[src/rtl/axi_stream_demux_pkg.sv]
// Shared types and constants for the 1:8 AXI-stream demultiplexer.
// Optional build macro: AXIS_DEMUX_DEST_ROUTE_EN (routes on tdest[2:0] instead of address).
package axi_stream_demux_pkg;

    localparam int N_OUTPUTS      = 8;
    localparam int SEL_WIDTH      = 3;
    localparam int DEF_DATA_WIDTH = 16;
    localparam int DEF_DEST_WIDTH = 8;
    localparam int DEF_USER_WIDTH = 8;

    // Packet tracking: IDLE samples a fresh select, IN_PKT holds it until tlast
    typedef enum logic {
        IDLE   = 1'b0,
        IN_PKT = 1'b1
    } demux_state_t;

    // One beat as it travels through the output/skid registers, tagged with its select
    typedef struct packed {
        logic [DEF_DATA_WIDTH-1:0] data;
        logic [DEF_DEST_WIDTH-1:0] dest;
        logic [DEF_USER_WIDTH-1:0] user;
        logic                      tlast;
        logic [SEL_WIDTH-1:0]      sel;
    } demux_beat_t;

endpackage

[src/rtl/axi_stream_skid_buffer.sv]
// Two-entry register slice (output register + skid register) carrying a beat struct.
// in_ready is a flop, so there is no combinational path from out_ready to in_ready.
// Handshake: a transfer happens on a rising edge where valid & ready are both 1;
// out_valid never drops and out_beat never changes until out_ready is seen.
module axi_stream_skid_buffer
    import axi_stream_demux_pkg::*;
#(
    parameter type beat_t = demux_beat_t
) (
    input  logic  clock,
    input  logic  reset,
    input  logic  in_valid,
    input  beat_t in_beat,
    output logic  in_ready,
    output logic  out_valid,
    output beat_t out_beat,
    input  logic  out_ready
);

    logic  out_valid_q, out_valid_d;
    beat_t out_beat_q, out_beat_d;
    logic  skid_valid_q, skid_valid_d;
    beat_t skid_beat_q, skid_beat_d;
    logic  in_ready_q, in_ready_d;
    logic  accept;

    // Next-state of both entries; the skid only fills when the output is stalled
    always_comb begin
        out_valid_d  = out_valid_q;
        out_beat_d   = out_beat_q;
        skid_valid_d = skid_valid_q;
        skid_beat_d  = skid_beat_q;
        accept       = in_valid & in_ready_q;
        if (!out_valid_q || out_ready) begin
            if (skid_valid_q) begin
                // in_ready is low while the skid is full, so no accept can collide here
                out_beat_d   = skid_beat_q;
                out_valid_d  = 1'b1;
                skid_valid_d = 1'b0;
            end else if (accept) begin
                out_beat_d  = in_beat;
                out_valid_d = 1'b1;
            end else begin
                out_valid_d = 1'b0;
            end
        end else if (accept) begin
            skid_beat_d  = in_beat;
            skid_valid_d = 1'b1;
        end
        in_ready_d = ~skid_valid_d;
    end

    // Register both entries and the registered ready
    always_ff @(posedge clock) begin
        if (reset) begin
            out_valid_q  <= 1'b0;
            out_beat_q   <= '0;
            skid_valid_q <= 1'b0;
            skid_beat_q  <= '0;
            in_ready_q   <= 1'b0;
        end else begin
            out_valid_q  <= out_valid_d;
            out_beat_q   <= out_beat_d;
            skid_valid_q <= skid_valid_d;
            skid_beat_q  <= skid_beat_d;
            in_ready_q   <= in_ready_d;
        end
    end

    assign in_ready  = in_ready_q;
    assign out_valid = out_valid_q;
    assign out_beat  = out_beat_q;

endmodule

[src/rtl/axi_stream_demux_8.sv]
// 1:8 packet-aware AXI-stream demultiplexer with registered, skid-buffered output.
// Destination is latched on the first beat of a packet and held through tlast.
// Optional build macro: AXIS_DEMUX_DEST_ROUTE_EN selects from stream_in_dest[2:0]
// instead of the address port (address then stays in the port list, unused).
module axi_stream_demux_8
    import axi_stream_demux_pkg::*;
#(
    parameter int DATA_WIDTH = 16,
    parameter int DEST_WIDTH = 8,
    parameter int USER_WIDTH = 8
) (
    input  logic                  clock,
    input  logic                  reset,
    input  logic [2:0]            address,
    input  logic [DATA_WIDTH-1:0] stream_in_data,
    input  logic [DEST_WIDTH-1:0] stream_in_dest,
    input  logic [USER_WIDTH-1:0] stream_in_user,
    input  logic                  stream_in_tlast,
    input  logic                  stream_in_valid,
    output logic                  stream_in_ready,
    output logic [DATA_WIDTH-1:0] stream_out_1_data, stream_out_2_data, stream_out_3_data, stream_out_4_data,
    output logic [DATA_WIDTH-1:0] stream_out_5_data, stream_out_6_data, stream_out_7_data, stream_out_8_data,
    output logic [DEST_WIDTH-1:0] stream_out_1_dest, stream_out_2_dest, stream_out_3_dest, stream_out_4_dest,
    output logic [DEST_WIDTH-1:0] stream_out_5_dest, stream_out_6_dest, stream_out_7_dest, stream_out_8_dest,
    output logic [USER_WIDTH-1:0] stream_out_1_user, stream_out_2_user, stream_out_3_user, stream_out_4_user,
    output logic [USER_WIDTH-1:0] stream_out_5_user, stream_out_6_user, stream_out_7_user, stream_out_8_user,
    output logic                  stream_out_1_tlast, stream_out_2_tlast, stream_out_3_tlast, stream_out_4_tlast,
    output logic                  stream_out_5_tlast, stream_out_6_tlast, stream_out_7_tlast, stream_out_8_tlast,
    output logic                  stream_out_1_valid, stream_out_2_valid, stream_out_3_valid, stream_out_4_valid,
    output logic                  stream_out_5_valid, stream_out_6_valid, stream_out_7_valid, stream_out_8_valid,
    input  logic                  stream_out_1_ready, stream_out_2_ready, stream_out_3_ready, stream_out_4_ready,
    input  logic                  stream_out_5_ready, stream_out_6_ready, stream_out_7_ready, stream_out_8_ready,
    output logic                  debug_state
);

    typedef struct packed {
        logic [DATA_WIDTH-1:0] data;
        logic [DEST_WIDTH-1:0] dest;
        logic [USER_WIDTH-1:0] user;
        logic                  tlast;
        logic [SEL_WIDTH-1:0]  sel;
    } beat_t;

    demux_state_t         state_q, state_d;
    logic [SEL_WIDTH-1:0] sel_q, sel_d;
    logic [SEL_WIDTH-1:0] start_sel;
    logic [SEL_WIDTH-1:0] beat_sel;
    logic                 in_accept;
    beat_t                in_beat;
    beat_t                out_beat;
    logic                 out_valid;
    logic                 sel_ready;
    logic [N_OUTPUTS-1:0] ready_vec;
    logic [N_OUTPUTS-1:0] valid_vec;

`ifdef AXIS_DEMUX_DEST_ROUTE_EN
    logic unused_address;
    assign unused_address = ^address;
    assign start_sel      = stream_in_dest[SEL_WIDTH-1:0];
`else
    assign start_sel = address;
`endif

    assign in_accept = stream_in_valid & stream_in_ready;

    // Packet lock: choose the select for this beat and track packet boundaries
    always_comb begin
        state_d  = state_q;
        sel_d    = sel_q;
        beat_sel = (state_q == IDLE) ? start_sel : sel_q;
        if (in_accept) begin
            sel_d   = beat_sel;
            state_d = stream_in_tlast ? IDLE : IN_PKT;
        end
    end

    // FSM and held-select registers
    always_ff @(posedge clock) begin
        if (reset) begin
            state_q <= IDLE;
            sel_q   <= '0;
        end else begin
            state_q <= state_d;
            sel_q   <= sel_d;
        end
    end

    // Tag the incoming payload with its select
    always_comb begin
        in_beat.data  = stream_in_data;
        in_beat.dest  = stream_in_dest;
        in_beat.user  = stream_in_user;
        in_beat.tlast = stream_in_tlast;
        in_beat.sel   = beat_sel;
    end

    axi_stream_skid_buffer #(
        .beat_t (beat_t)
    ) u_skid (
        .clock     (clock),
        .reset     (reset),
        .in_valid  (stream_in_valid),
        .in_beat   (in_beat),
        .in_ready  (stream_in_ready),
        .out_valid (out_valid),
        .out_beat  (out_beat),
        .out_ready (sel_ready)
    );

    // Only the selected output's ready can drain the output register
    assign ready_vec = {stream_out_8_ready, stream_out_7_ready, stream_out_6_ready, stream_out_5_ready,
                        stream_out_4_ready, stream_out_3_ready, stream_out_2_ready, stream_out_1_ready};
    assign sel_ready = ready_vec[out_beat.sel];
    assign valid_vec = out_valid ? (N_OUTPUTS'(1) << out_beat.sel) : '0;

    assign {stream_out_8_valid, stream_out_7_valid, stream_out_6_valid, stream_out_5_valid,
            stream_out_4_valid, stream_out_3_valid, stream_out_2_valid, stream_out_1_valid} = valid_vec;

    // Payload is broadcast; only the valid is steered
    assign stream_out_1_data = out_beat.data;  assign stream_out_2_data = out_beat.data;
    assign stream_out_3_data = out_beat.data;  assign stream_out_4_data = out_beat.data;
    assign stream_out_5_data = out_beat.data;  assign stream_out_6_data = out_beat.data;
    assign stream_out_7_data = out_beat.data;  assign stream_out_8_data = out_beat.data;
    assign stream_out_1_dest = out_beat.dest;  assign stream_out_2_dest = out_beat.dest;
    assign stream_out_3_dest = out_beat.dest;  assign stream_out_4_dest = out_beat.dest;
    assign stream_out_5_dest = out_beat.dest;  assign stream_out_6_dest = out_beat.dest;
    assign stream_out_7_dest = out_beat.dest;  assign stream_out_8_dest = out_beat.dest;
    assign stream_out_1_user = out_beat.user;  assign stream_out_2_user = out_beat.user;
    assign stream_out_3_user = out_beat.user;  assign stream_out_4_user = out_beat.user;
    assign stream_out_5_user = out_beat.user;  assign stream_out_6_user = out_beat.user;
    assign stream_out_7_user = out_beat.user;  assign stream_out_8_user = out_beat.user;
    assign stream_out_1_tlast = out_beat.tlast; assign stream_out_2_tlast = out_beat.tlast;
    assign stream_out_3_tlast = out_beat.tlast; assign stream_out_4_tlast = out_beat.tlast;
    assign stream_out_5_tlast = out_beat.tlast; assign stream_out_6_tlast = out_beat.tlast;
    assign stream_out_7_tlast = out_beat.tlast; assign stream_out_8_tlast = out_beat.tlast;

    assign debug_state = state_q;

endmodule

[config.mk]
export PLATFORM = sky130hd
export DESIGN_NAME = axi_stream_demux_8
export DESIGN_NICKNAME = d
export VERILOG_FILES = /design/src/rtl/axi_stream_demux_pkg.sv /design/src/rtl/axi_stream_skid_buffer.sv /design/src/rtl/axi_stream_demux_8.sv
export SDC_FILE = /design/constraint.sdc
export NUM_CORES = 1
export LEC_CHECK = 0
export CAP_MARGIN = 15
export CORE_MARGIN = 2
export CORE_UTILIZATION = 45
export CTS_BUF_LIST = sky130_fd_sc_hd__clkbuf_4 sky130_fd_sc_hd__clkbuf_8
export CTS_CLUSTER_DIAMETER = 40
export DETAILED_ROUTE_END_ITERATION = 12
export PLACE_DENSITY = 0.88
export SLEW_MARGIN = 15
export SYNTH_ARGS = -nofsm -noshare
export SYNTH_HDL_FRONTEND = slang
export SYNTH_SLANG_ARGS = --single-unit
[constraint.sdc]
create_clock -name clock -period 2.7 [get_ports clock]
set_clock_uncertainty 0.15 [all_clocks]
set_input_delay 0.54 -clock clock [delete_from_list [all_inputs] [get_ports clock]]
set_output_delay 0.54 -clock clock [all_outputs]
set_load 0.01 [all_outputs]
-- Word level (Yosys, flattened, before mapping)
Cells that the tools add are included.
- input port bits: 47
- flip-flop bits (word level): 79
- logic and storage cells: 36
- bitwise logic cells: 3
- mux-type cells: 11
- order comparisons: 1
- shift-type cells: 1
- reduce and logical (&&, ||, !) cells: 5
- operators by type and width (operator ; number):
    $mux W36 ; 2
    $mux W8 ; 1
    $shl A1 B3 Y8 const A ; 1
    $mux W1 ; 6
    $lt A3 B4 Y1 const B ; 1
    $reduce_and A2 Y1 ; 2
    $bmux W1 S3 ; 1
    $mux W3 ; 1
    $not A1 Y1 ; 2
    $reduce_bool A2 Y1 ; 1
    $and A1 B1 Y1 ; 1
    $logic_not A1 Y1 ; 1
    $logic_or A1 B1 Y1 ; 1

-- Logic depth before layout (Yosys ltp)
Gate-level depths: netlist (run 1).
- depth in word-level cells: 5
- mapped depth: 7
- mapped depth without buffers: 4

-- Cells and area by module
A second synthesis (run 1) with hierarchy kept.
- cells, all modules: 600
- area, all modules: 5192.5 um^2
- by module, submodules not included (module ; cells an instance ; instances ; area each (um^2)):
    axi_stream_skid_buffer ; 332 ; 1 ; 3145.5
    axi_stream_demux_8 ; 268 ; 1 ; 2047.0

-- Least setup slack after synthesis (run 1)
No wires, ideal clock.
- path kind: register to output
- start: reg u_skid.out_valid_q, in the netlist u_skid.out_valid
- end: out stream_out_5_valid
- buffers on the path: 2
- data arrival time: 1317 ps
- required time: 2010 ps
- cell stages (with the launch flop): 5
- slack: 693 ps
- cell sequence: dfxtp_1 -> clkbuf_1 -> clkbuf_1 -> nand2_1 -> nor3_1
- longest elaborated chain between the ends: 1
- ends and longest elaborated chain (what ; line ; RTL):
    from (decl) ; axi_stream_skid_buffer.sv:20 ; logic out_valid_q, out_valid_d;
    from (signal assigned) ; axi_stream_skid_buffer.sv:62 ; out_valid_q <= out_valid_d;
    $mux W8 ; axi_stream_demux_8.sv:114 ; assign valid_vec = out_valid ? (N_OUTPUTS'(1) << out_beat.sel) : '0;
    to (decl) ; axi_stream_demux_8.sv:30 ; output logic stream_out_5_valid, stream_out_6_valid, stream_out_7_valid, stream_out_8_valid,
Every way passes these cells.

-- Worst setup path in the final report (run 1)
- start: reg u_skid.out_beat_q, in the netlist u_skid.out_beat[1]
- end: out stream_out_3_valid
- longest elaborated chain between the ends: 2
- ends and longest elaborated chain (what ; line ; RTL):
    from (decl) ; axi_stream_skid_buffer.sv:21 ; beat_t out_beat_q, out_beat_d;
    from (signal assigned) ; axi_stream_skid_buffer.sv:63 ; out_beat_q <= out_beat_d;
    $shl A1 B3 Y8 ; axi_stream_demux_8.sv:114 ;
    $mux W8 ; axi_stream_demux_8.sv:114 ;
    to (decl) ; axi_stream_demux_8.sv:29 ; output logic stream_out_1_valid, stream_out_2_valid, stream_out_3_valid, stream_out_4_valid,
Every way passes these cells.

==> results of run 1 <==
## per-layer routing
layer	vias up	GRT usage, %	part of all wire (%)	routed length, um
li1	2582	-	-	-
met1	2542	22.4	41	6200
met2	233	33.7	51	7770
met3	17	3.57	6.6	1010
met4	0	4.76	1.1	163
met5	-	0	0	0
## through the flow
step | hold slack, ps | cell area, um2 | utilization (%)
after global routing | 331 | 8080 | 58.0
after floorplan | 284 | 6440 | -
after global placement | 291 | 7830 | 56.2
final | 312 | 8080 | 58.0
after detailed placement | 297 | 7830 | 56.2
after CTS | 313 | 8080 | 58.0
## cells in the final DEF, fill, tap and decap left out, drive strengths merged, types with 8 or more instances in the layout
cell | Yosys | layout
nand3 | 36 | 36
nor2 | 48 | 48
a211o | 35 | 35
nand4 | 35 | 35
dfxtp | 79 | 79
buf | 284 | 15
clkdlybuf4s50 | 0 | 319
mux2i | 74 | 74
nand2 | 110 | 110
a21oi | 8 | 8
clkbuf | 39 | 12
a32oi | 33 | 33
## kinds of logic (layout without fill, tap and decap cells)
logic type             count (synthesis)  after routing  share of synthesized area [%]
DFF                                   79             79                           24.6
muxes                                 77             77                           12.0
AOI/OAI and AO/OA                     90             90                           11.5
buffers and inverters                325            351                           35.0
and+or+nand+nor                      245            245                           16.9
## report_power, final
part | internal, W | switching [W] | total [W]
Combinational | 0.000826 | 0.000627 | 0.00145
Clock | 0.000671 | 0.000424 | 0.00110
Sequential | 0.00123 | 0.000147 | 0.00138
Total | 0.00273 | 0.00120 | 0.00393
## path summary, 6_finish.rpt
path	to	slack [ps]	cells past startpoint	startpoint
setup / recovery	stream_out_3_valid	250	3	u_skid.out_beat[1]$_SDFFE_PP0P_
hold / removal	u_skid.skid_beat_q[9]$_SDFFE_PP0P_	310	2	u_skid.skid_beat_q[9]$_SDFFE_PP0P_
setup reg to reg	u_skid.out_beat[19]$_SDFFE_PP0P_	430	5	u_skid.out_beat[1]$_SDFFE_PP0P_
hold reg to reg	u_skid.skid_beat_q[9]$_SDFFE_PP0P_	310	2	u_skid.skid_beat_q[9]$_SDFFE_PP0P_
## sequential cells by signal, indices dropped and copies added, names as in the netlist
register and flops:
u_skid.out_beat 36, u_skid.in_ready 1, u_skid.skid_valid_q 1, debug_state 1, u_skid.skid_beat_q 36, sel_q 3
u_skid.out_valid 1
## layout make-up
type | instances | area [um2]
Fill cell | 1230 | 5860
Tap cell | 180 | 225
Clock inverter | 3 | 90.1
Timing Repair Buffer | 334 | 3380
Clock buffer | 12 | 159
Multi-Input combinational cell | 412 | 2630
Sequential cell | 79 | 1580
Inverter | 2 | 10.0
## cells in the mapped netlist, drive strengths merged
library cell / number
buf: 284
nand2: 110
dfxtp: 79
mux2i: 74
nor2: 48
clkbuf: 39
nand3: 36
a211o: 35
nand4: 35
a32oi: 33
a21oi: 8
o21ai: 6
nor2b: 5
nand2b: 4
mux2: 3
nor3: 3
a21o: 2
a22oi: 2
a31oi: 2
and3: 2
inv: 2
a32o: 1
and2: 1
o21a: 1
or3: 1
## worst register-to-register path: cells and delay by family (launching register included)
kind	cells	cell delay (ps)
buffers and inverters	1	410
flip-flops	1	620
multiplexers	1	200
AND/OR/NAND/NOR	1	70
AO/OA/AOI/OAI	2	700
==> results by group, run 1 <==
Global routing
  • Number of global-route vias before repair: ~4,600
  • First-pass GRT wire length: approximately 23 mm
  • GRT Util Overall: roughly 19%
  • Largest net degree at the start of global routing: 73
  • Remaining global-route overflow: 0
  • Initial antenna violation count: 0

Clock tree
  • Clk Latency, worst-skew pair: 340 ps
  • CTS resizes: 0
  • Clock Sinks: 79
  • Root buffer cell: clkbuf_8
  • Worst-path clk slew: about 70 ps
  • CTS tree: built
  • Post-CTS Setup Inserts: 0
  • Hold-fix buffer count after cts: 0
  • Max clock buf depth: 2
  • TritonCTS Buffers: 9
  • H-tree depth: 3

Yosys
  • Post-synthesis sequential area ratio: roughly a quarter
  • Warning count from the yosys run: 0
  • Yosys top cell by area: buf_4
  • Synth Net Count: 863
  • Area contributors post-synth: buf_4 (31%), dfxtp_1 (25%), mux2i_1 (11%), nand2_1 (6.4%), a211o_1 (4.8%)
  • Post-Syn Instances: roughly 800
  • Top cell type's share of synthesized area: a little under a third
  • Post-synthesis instance area: approximately 0.0064 mm2
  • Synth cell types: 31
  • Yosys reg bits: between 70 and 80
  • Syn Area/Cell: 7.89 um2

Cells and area
  • Area growth syn-to-layout: 25.4%
  • Layout cells sized above 1: under 10%
  • Post-route insts no fill: ~1,000
  • Final antenna diode count: 0
  • Layout Nets: 885

Worst hold path
  • Min-Delay Path Class: reg -> reg

STA
  • Max Freq: ~410 MHz
  • Slew @ Worst Pin: 565 ps
  • Sum Neg Setup Slack: 0 ps
  • Setup WS post-layout: approximately 250 ps
  • Final Cycle Share: 90.6%
  • Minimum clock period after layout: 2450 ps
  • Max-slew headroom: 62.3%
  • Final Hold Fails: 0
  • Setup violators final: 0
  • Unrepaired setup endpoints after global routing: no
  • Slew Viols, Final: 0

Setup path
  • Slowest stage cell, crit path: dfxtp_1
  • Family with the most delay on the worst path: flip-flops
  • Slowest Stage Delay on Critical Path: just over 600 ps
  • CP Cell Sequence: nand2b_1, nor2_1, clkdlybuf4s50_1
  • Max FO, Critical Path: 11
  • Worst EP arrival: roughly 1800 ps
  • Worst setup EP type: primary output
  • CP Launch Type: flip-flop
  • Crit path kind: reg -> out
  • WP buf/inv: 1
  • Req. time, crit path: around 2000 ps

Floorplanning
  • Chip width: around 120 um
  • Die ar.: 0.0153 mm2
  • Starting density of the core: a little under half
  • Std-Cell Rows: between 40 and 50
  • Num ports: between 300 and 400
  • Chip height: approximately 120 um
  • Core area: roughly 0.014 mm2

Routing
  • Vias post-DR: around 5,400
  • WL/cell: between 10 and 15 um
  • Avg Vias per Cell: roughly 5.3
  • Drt total wl: about 15 mm
  • Pre-Repair DR Iteration Count: 5
  • Antenna-violating nets left: 0
  • Initial DRC count: ~370
  • Number of remaining DRC errors: 0

Placed design
  • DP HPWL: ~10 mm
  • IO Port Bufs: 320
  • Final GP Congestion: approximately 0.73
  • Pre-CTS WS: approximately 150 ps
  • Placed insts: 1,007

Pwr
  • Leak: around 2.7 nW
  • P per Cell Area: about 500 mW/mm2
  • Maximum vdd ir drop: 261 uV
  • Tot Pwr: about 0.0039 W

Status
  • Outcome: completed

Run
  • Max cap viols: 0
(Power assumes the default switching activity.)
==> run 2, diff against run 1 <==
--- a/config.mk
+++ b/config.mk
@@ -10,6 +10,7 @@
 export CORE_UTILIZATION = 45
 export CTS_BUF_LIST = sky130_fd_sc_hd__clkbuf_4 sky130_fd_sc_hd__clkbuf_8
 export CTS_CLUSTER_DIAMETER = 40
+export CTS_CLUSTER_SIZE = 24
 export DETAILED_ROUTE_END_ITERATION = 12
 export PLACE_DENSITY = 0.88
 export SLEW_MARGIN = 15
==> results of run 2 <==
Final layout, timing and power as in run 1 (identical DEF).
